**src/rtl/mem_wb_pipe_pkg.sv**
```systemverilog
// Shared constants for the MEM-to-WB pipeline register.
package mem_wb_pipe_pkg;

  localparam int DEF_DATA_W = 32;
  localparam int DEF_ADDR_W = 5;

  localparam logic ResetEnable  = 1'b1;
  localparam logic WriteEnable  = 1'b1;
  localparam logic WriteDisable = 1'b0;

  localparam logic [DEF_DATA_W-1:0] ZeroWord           = '0;
  localparam logic [DEF_ADDR_W-1:0] NOPRegisterAddress = '0;

endpackage

```
**src/rtl/wb_stage_slot.sv**
```systemverilog
// One MEM-to-WB stage: {wdata, wd, wreg, hi, lo, whilo, valid}.
// Priority: rst > clear (load reset values) > hold > load.
module wb_stage_slot
  import mem_wb_pipe_pkg::*;
#(
  parameter int DATA_W = DEF_DATA_W,
  parameter int ADDR_W = DEF_ADDR_W
) (
  input  logic              clk,
  input  logic              rst,
  input  logic              clear,
  input  logic              hold,
  input  logic [DATA_W-1:0] in_wdata,
  input  logic [ADDR_W-1:0] in_wd,
  input  logic              in_wreg,
  input  logic [DATA_W-1:0] in_hi,
  input  logic [DATA_W-1:0] in_lo,
  input  logic              in_whilo,
  input  logic              in_valid,
  output logic [DATA_W-1:0] out_wdata,
  output logic [ADDR_W-1:0] out_wd,
  output logic              out_wreg,
  output logic [DATA_W-1:0] out_hi,
  output logic [DATA_W-1:0] out_lo,
  output logic              out_whilo,
  output logic              out_valid
);

  // Stage register: reset/clear to an empty slot, hold, or capture the upstream entry
  always_ff @(posedge clk) begin
    if (rst == ResetEnable || clear) begin
      out_wdata <= DATA_W'(ZeroWord);
      out_wd    <= ADDR_W'(NOPRegisterAddress);
      out_wreg  <= WriteDisable;
      out_hi    <= DATA_W'(ZeroWord);
      out_lo    <= DATA_W'(ZeroWord);
      out_whilo <= WriteDisable;
      out_valid <= 1'b0;
    end else if (!hold) begin
      out_wdata <= in_wdata;
      out_wd    <= in_wd;
      out_wreg  <= in_wreg;
      out_hi    <= in_hi;
      out_lo    <= in_lo;
      out_whilo <= in_whilo;
      out_valid <= in_valid;
    end
  end

endmodule

```
**src/rtl/mem_wb_pipe.sv**
```systemverilog
// Parametrised MEM-to-WB pipeline register with stall/bubble/flush control
// and a saturating count of retired register-file / HI-LO writes.
module mem_wb_pipe
  import mem_wb_pipe_pkg::*;
#(
  parameter int DATA_W = DEF_DATA_W,
  parameter int ADDR_W = DEF_ADDR_W,
  parameter int STAGES = 1,
  parameter int CNT_W  = 32
) (
  input  logic              clk,
  input  logic              rst,
  input  logic              stall_up,
  input  logic              stall_here,
  input  logic              flush,
  input  logic [DATA_W-1:0] mem_wdata,
  input  logic [ADDR_W-1:0] mem_wd,
  input  logic              mem_wreg,
  input  logic [DATA_W-1:0] mem_hi,
  input  logic [DATA_W-1:0] mem_lo,
  input  logic              mem_whilo,
  output logic [DATA_W-1:0] wb_wdata,
  output logic [ADDR_W-1:0] wb_wd,
  output logic              wb_wreg,
  output logic [DATA_W-1:0] wb_hi,
  output logic [DATA_W-1:0] wb_lo,
  output logic              wb_whilo,
  output logic              wb_valid,
  output logic [CNT_W-1:0]  retired_cnt
);

  if (STAGES < 1 || STAGES > 4) begin : g_bad_stages
    $error("mem_wb_pipe: STAGES must be in 1..4");
  end

  localparam int LAST = STAGES - 1;

  function automatic logic [CNT_W-1:0] sat_inc(input logic [CNT_W-1:0] v);
    return (&v) ? v : v + CNT_W'(1);
  endfunction

  logic [DATA_W-1:0] wdata_p [STAGES];
  logic [ADDR_W-1:0] wd_p    [STAGES];
  logic              wreg_p  [STAGES];
  logic [DATA_W-1:0] hi_p    [STAGES];
  logic [DATA_W-1:0] lo_p    [STAGES];
  logic              whilo_p [STAGES];
  logic              vld_p   [STAGES];

  logic [DATA_W-1:0] src_wdata [STAGES];
  logic [ADDR_W-1:0] src_wd    [STAGES];
  logic              src_wreg  [STAGES];
  logic [DATA_W-1:0] src_hi    [STAGES];
  logic [DATA_W-1:0] src_lo    [STAGES];
  logic              src_whilo [STAGES];
  logic              src_vld   [STAGES];
  logic [STAGES-1:0] clr;
  logic              retire_hit;

  for (genvar k = 0; k < STAGES; k++) begin : g_stage
    if (k == 0) begin : g_head
      // MEM stalled while WB moves: inject a bubble so the held MEM entry is not emitted twice
      assign clr[k]       = flush | (stall_up & ~stall_here);
      assign src_wdata[k] = mem_wdata;
      assign src_wd[k]    = mem_wd;
      assign src_wreg[k]  = mem_wreg;
      assign src_hi[k]    = mem_hi;
      assign src_lo[k]    = mem_lo;
      assign src_whilo[k] = mem_whilo;
      assign src_vld[k]   = 1'b1;
    end else begin : g_body
      assign clr[k]       = flush;
      assign src_wdata[k] = wdata_p[k-1];
      assign src_wd[k]    = wd_p[k-1];
      assign src_wreg[k]  = wreg_p[k-1];
      assign src_hi[k]    = hi_p[k-1];
      assign src_lo[k]    = lo_p[k-1];
      assign src_whilo[k] = whilo_p[k-1];
      assign src_vld[k]   = vld_p[k-1];
    end

    // ---- stage k boundary ----
    wb_stage_slot #(
      .DATA_W(DATA_W),
      .ADDR_W(ADDR_W)
    ) u_slot (
      .clk       (clk),
      .rst       (rst),
      .clear     (clr[k]),
      .hold      (stall_here),
      .in_wdata  (src_wdata[k]),
      .in_wd     (src_wd[k]),
      .in_wreg   (src_wreg[k]),
      .in_hi     (src_hi[k]),
      .in_lo     (src_lo[k]),
      .in_whilo  (src_whilo[k]),
      .in_valid  (src_vld[k]),
      .out_wdata (wdata_p[k]),
      .out_wd    (wd_p[k]),
      .out_wreg  (wreg_p[k]),
      .out_hi    (hi_p[k]),
      .out_lo    (lo_p[k]),
      .out_whilo (whilo_p[k]),
      .out_valid (vld_p[k])
    );
  end

  // The output stage is about to accept a real write entry this edge
  assign retire_hit = ~stall_here & ~clr[LAST] & src_vld[LAST] &
                      (src_wreg[LAST] | src_whilo[LAST]);

  // Saturating retired-write counter
  always_ff @(posedge clk) begin
    if (rst == ResetEnable) begin
      retired_cnt <= '0;
    end else if (retire_hit) begin
      retired_cnt <= sat_inc(retired_cnt);
    end
  end

  assign wb_wdata = wdata_p[LAST];
  assign wb_wd    = wd_p[LAST];
  assign wb_wreg  = wreg_p[LAST];
  assign wb_hi    = hi_p[LAST];
  assign wb_lo    = lo_p[LAST];
  assign wb_whilo = whilo_p[LAST];
  assign wb_valid = vld_p[LAST];

endmodule

```
**config.mk**
```make
export PLATFORM = sky130hd
export DESIGN_NAME = mem_wb_pipe
export DESIGN_NICKNAME = d
export VERILOG_FILES = /design/src/rtl/mem_wb_pipe_pkg.sv /design/src/rtl/wb_stage_slot.sv /design/src/rtl/mem_wb_pipe.sv
export SDC_FILE = /design/constraint.sdc
export NUM_CORES = 1
export LEC_CHECK = 0
export BUFFER_PORTS_ARGS = -buffer_cell sky130_fd_sc_hd__buf_4
export CAP_MARGIN = 5
export CORE_MARGIN = 2
export CORE_UTILIZATION = 30
export CTS_CLUSTER_SIZE = 30
export DETAILED_ROUTE_END_ITERATION = 10
export GPL_TIMING_DRIVEN = 1
export PLACE_DENSITY = 0.54
export SLEW_MARGIN = 30
export SYNTH_ARGS = -nofsm -noshare
export SYNTH_HDL_FRONTEND = slang
export SYNTH_SLANG_ARGS = --single-unit
```
**constraint.sdc**
```tcl
create_clock -name clk -period 2.8 [get_ports clk]
set_clock_uncertainty 0.15 [all_clocks]
set_input_delay 0 -clock clk [delete_from_list [all_inputs] [get_ports clk]]
set_output_delay 0 -clock clk [all_outputs]
set_load 0.03 [all_outputs]
```
==> flow_summary_export.csv <==
group,metric,value,unit
sta,finalCritPeriodShare,87.6,%
min_path,hp-class,"in2reg",
floorplan,core,17200,um2
clock_network,clock_latency,0.41,ns
setup_path,r2r_setup_slack,0.35,ns
route,dr.first_iter.drc_count,211,
route,drc_errors,0,
sta,setup_viol,0,
placement,io_buffers,243,
floorplan,die-height,136,um
finish,fin_area,8960,um2
synth,synth_xor_area_share,3.35,%
synth,synth.area.mux_share,20.3,%
finish,fillers,1545,
job,max_cap_violations,0,
setup_path,reg2reg_to,"retired_cnt[31]",
setup_path,reg2regPathDepth,5,
sta,max_freq,408,MHz
synth,synthCells,529,
placement,dpl.hpwl,10.5,mm
route,dr.pass1.iters,5,
floorplan,io_pins,244,
setup_path,path_depth,5,
grt,grt_overflow,0,
synth,syn_nets,638,
finish,layout-drive-gt1-share,32.6,%
clock_network,cts_made_buffers,17,
setup_path,slowest_delay,0.55,ns
setup_path,reg2reg_from,"retired_cnt[8]",
grt,met1_usage,19.4,%
pwr,ir_drop,0.386,mV
setup_path,cpMaxStageDelayCell,"or3_1",
floorplan,die_width,136,um
clock_network,cts.clk_slew.worst_paths,0.06,ns
synth,synth-async-reset-ratio,0,%
synth,netlist.area_leader.share,52.1,%
synth,synth_edf_count,0,
grt,grt_pass1_wl,24.3,mm
sta,fin_crit,2.45,ns
route,via_per_inst,4.54,
placement,gp_congestion,0.840,
grt,grt_max_degree,106,
synth,synth.area.top_cells,"dfxtp_1, mux2i_1, nor2_1",
synth,synth.distinct_cells,37,
route,via_count,5018,
grt,grt-busiest-layer,"met2",
setup_path,startpoint,"retired_cnt[8]",
route,wirelength,15.7,mm
setup_path,cp_top_family,"simple AND/OR/NAND/NOR gates",
placement,place_area,7290,um2
clock_network,cts_buffer_depth,2,
clock_network,cts_sinks,136,
grt,use_met2,27.7,%
setup_path,endpoint_kind,"flop",
sta,hold_viol,0,
setup_path,startpoint_type,"flop",
grt,antenna_found_initial,0,
route,wl_per_cell,14.2,um
pwr,p_leak,4.04,nW
sta,tightest_slew,0.861,ns
synth,synth_compound_area_share,4.74,%
grt,grt_use_met3,6.15,%
sta,setup_tns,0,ns
setup_path,critPathKind,"reg2reg",
finish,nNetsFinal,976,
setup_path,cp_data_arrival_time,2.65,ns
synth,synth_top_family_by_area,"multiplexers",
synth,yosys_warnings,0,
setup_path,crit_fanout,14,
floorplan,placement_rows,48,
grt,grt_usage,16.7,%
finish,area_growth,71.4,%
sta,relSlewSlack,42.6,%
setup_path,cp-endpoint,"retired_cnt[31]",
finish,diodes,0,
floorplan,start_util,30.4,%
setup_path,cp.buffers_inverters,0,
synth,synth-adder-area-share,0.240,%
sta,rsz0062_at_grt,"false",
grt,grt_pass1_vias,4930,
pwr,p_total,0.00489,W
clock_network,cts_root_buf,"clkbuf_16",
synth,yosys_most_used_dff,"dfxtp_1",
synth,synth_seq_cells,136,
floorplan,die-area,18500,um2
synth,syn_avg_cell_area,9.87,um2
synth,ys_seq_area_share,52.1,%
synth,synth-simple-area-share,16.2,%
synth,netlist_area,5220,um2
setup_path,worstPathCellList,"nand4_2 -> or3_1 -> a211o_1 -> or4_1 -> a21oi_1",
setup_path,crit_required,2.99,ns
status,status,"completed",
pwr,powerDensity,547,nW/um2
synth,synth_top_area_cell,"dfxtp_1",
clock_network,cts_tree,"done",
route,antenna_left,0,
clock_network,h-tree-depth,4,
sta,slew_violations,0,
-- kinds of logic after synthesis --
group / Yosys count
AND/OR/NAND/NOR: 188
flip-flops: 136
multiplexers: 106
buffers and inverters: 41
AO/OA/AOI/OAI: 37
XOR/XNOR: 20
adder cells (fa/ha/maj): 1
-- what timing repair did --
| item | CTS | global route |
|---|---|---|
| endpoints found under the hold margin | 135 | 0 |
| hold buffers | 105 | 0 |
| setup buffers | 0 | 0 |
| gates resized for setup | 0 | 0 |
-- routing by layer --
| metal | vias up | wire, um |
|---|---|---|
| met5 | - | 0 |
| met4 | 0 | 284 |
| met3 | 24 | 1240 |
| met2 | 184 | 7690 |
| met1 | 2313 | 6510 |
| li1 | 2497 | - |
-- area by class of cell --
class	instances	area (um2)	area share, %
clock inverters	11	146	1.63
clock buffers	21	470	5.25
repair buffers	354	2950	32.9
multi-input cells	352	2360	26.4
well taps	225	282	3.14
inverters	6	22.5	0.251
flip-flops and latches	136	2720	30.4
-- worst min-delay path, delay by kind of cell --
kind / cells / cell delay (ns)
buffers and inverters: 2 / 0.31
muxes: 1 / 0.18
and+or+nand+nor: 1 / 0.07
-- power breakdown --
group	internal (W)	leakage, nW	switching [W]
Sequential	0.00198	1.10	0.0000232
Clock	0.00147	0.299	0.000840
Combinational	0.000322	2.64	0.000262
Total	0.00377	4.04	0.00112
-- state kept, by name, summed over array words and instances, names as in the netlist --
register and count:
g_stage.u_slot.out_valid 1, g_stage.u_slot.out_wd 5, g_stage.u_slot.out_lo 32, retired_cnt 32, g_stage.u_slot.out_whilo 1, g_stage.u_slot.out_hi 32, g_stage.u_slot.out_wdata 32, g_stage.u_slot.out_wreg 1
-- cell usage after synthesis (6+ instances only) --
master,n
nand4_1,8
inv_1,6
nor2_1,131
mux2i_1,105
a21oi_1,10
a311oi_1,8
nand3_1,8
dfxtp_1,136
o21ai_0,7
or3_1,6
nand2_1,7
clkbuf_1,26
xnor2_1,20
buf_1,8
-- cell usage in the layout (no fill, tap or decap), types with 8 or more instances in the layout --
cell type | Yosys | routed
a21oi_1 | 10 | 10
a311oi_1 | 8 | 8
buf_4 | 0 | 246
clkbuf_16 | 0 | 17
dfxtp_1 | 136 | 136
dlygate4sd3_1 | 0 | 105
mux2i_1 | 105 | 105
nand3_1 | 8 | 8
nand4_1 | 8 | 8
nor2_1 | 131 | 131
xnor2_1 | 20 | 20
-- metrics by stage --
step	utilization [%]	cells	setup slack, ns	hold slack, ns
finish	52.1	1105	0.347	0.0553
global route	52.1	1105	0.167	0.107
CTS	52.1	1105	0.344	0.0868
detailed placement	42.4	968	0.371	0.0892
global placement	42.4	968	0.419	0.0787
floorplan	-	529	0.439	-0.00606
-- worst min path at each step --
stage	to	slack, ns	start	cells after the start
2_1_floorplan	g_stage[0].u_slot.out_hi[0]	-0.006	mem_hi[0]	2
3_3_place_gp	g_stage[0].u_slot.out_wdata[13]	0.08	mem_wdata[13]	3
3_5_place_dp	g_stage[0].u_slot.out_lo[16]	0.09	mem_lo[16]	3
4_1_cts	retired_cnt[3]	0.09	stall_up	6
5_1_grt	g_stage[0].u_slot.out_whilo	0.11	stall_up	5
6_report	g_stage[0].u_slot.out_whilo	0.06	stall_here	4
Power figures use the tool's default switching activity.
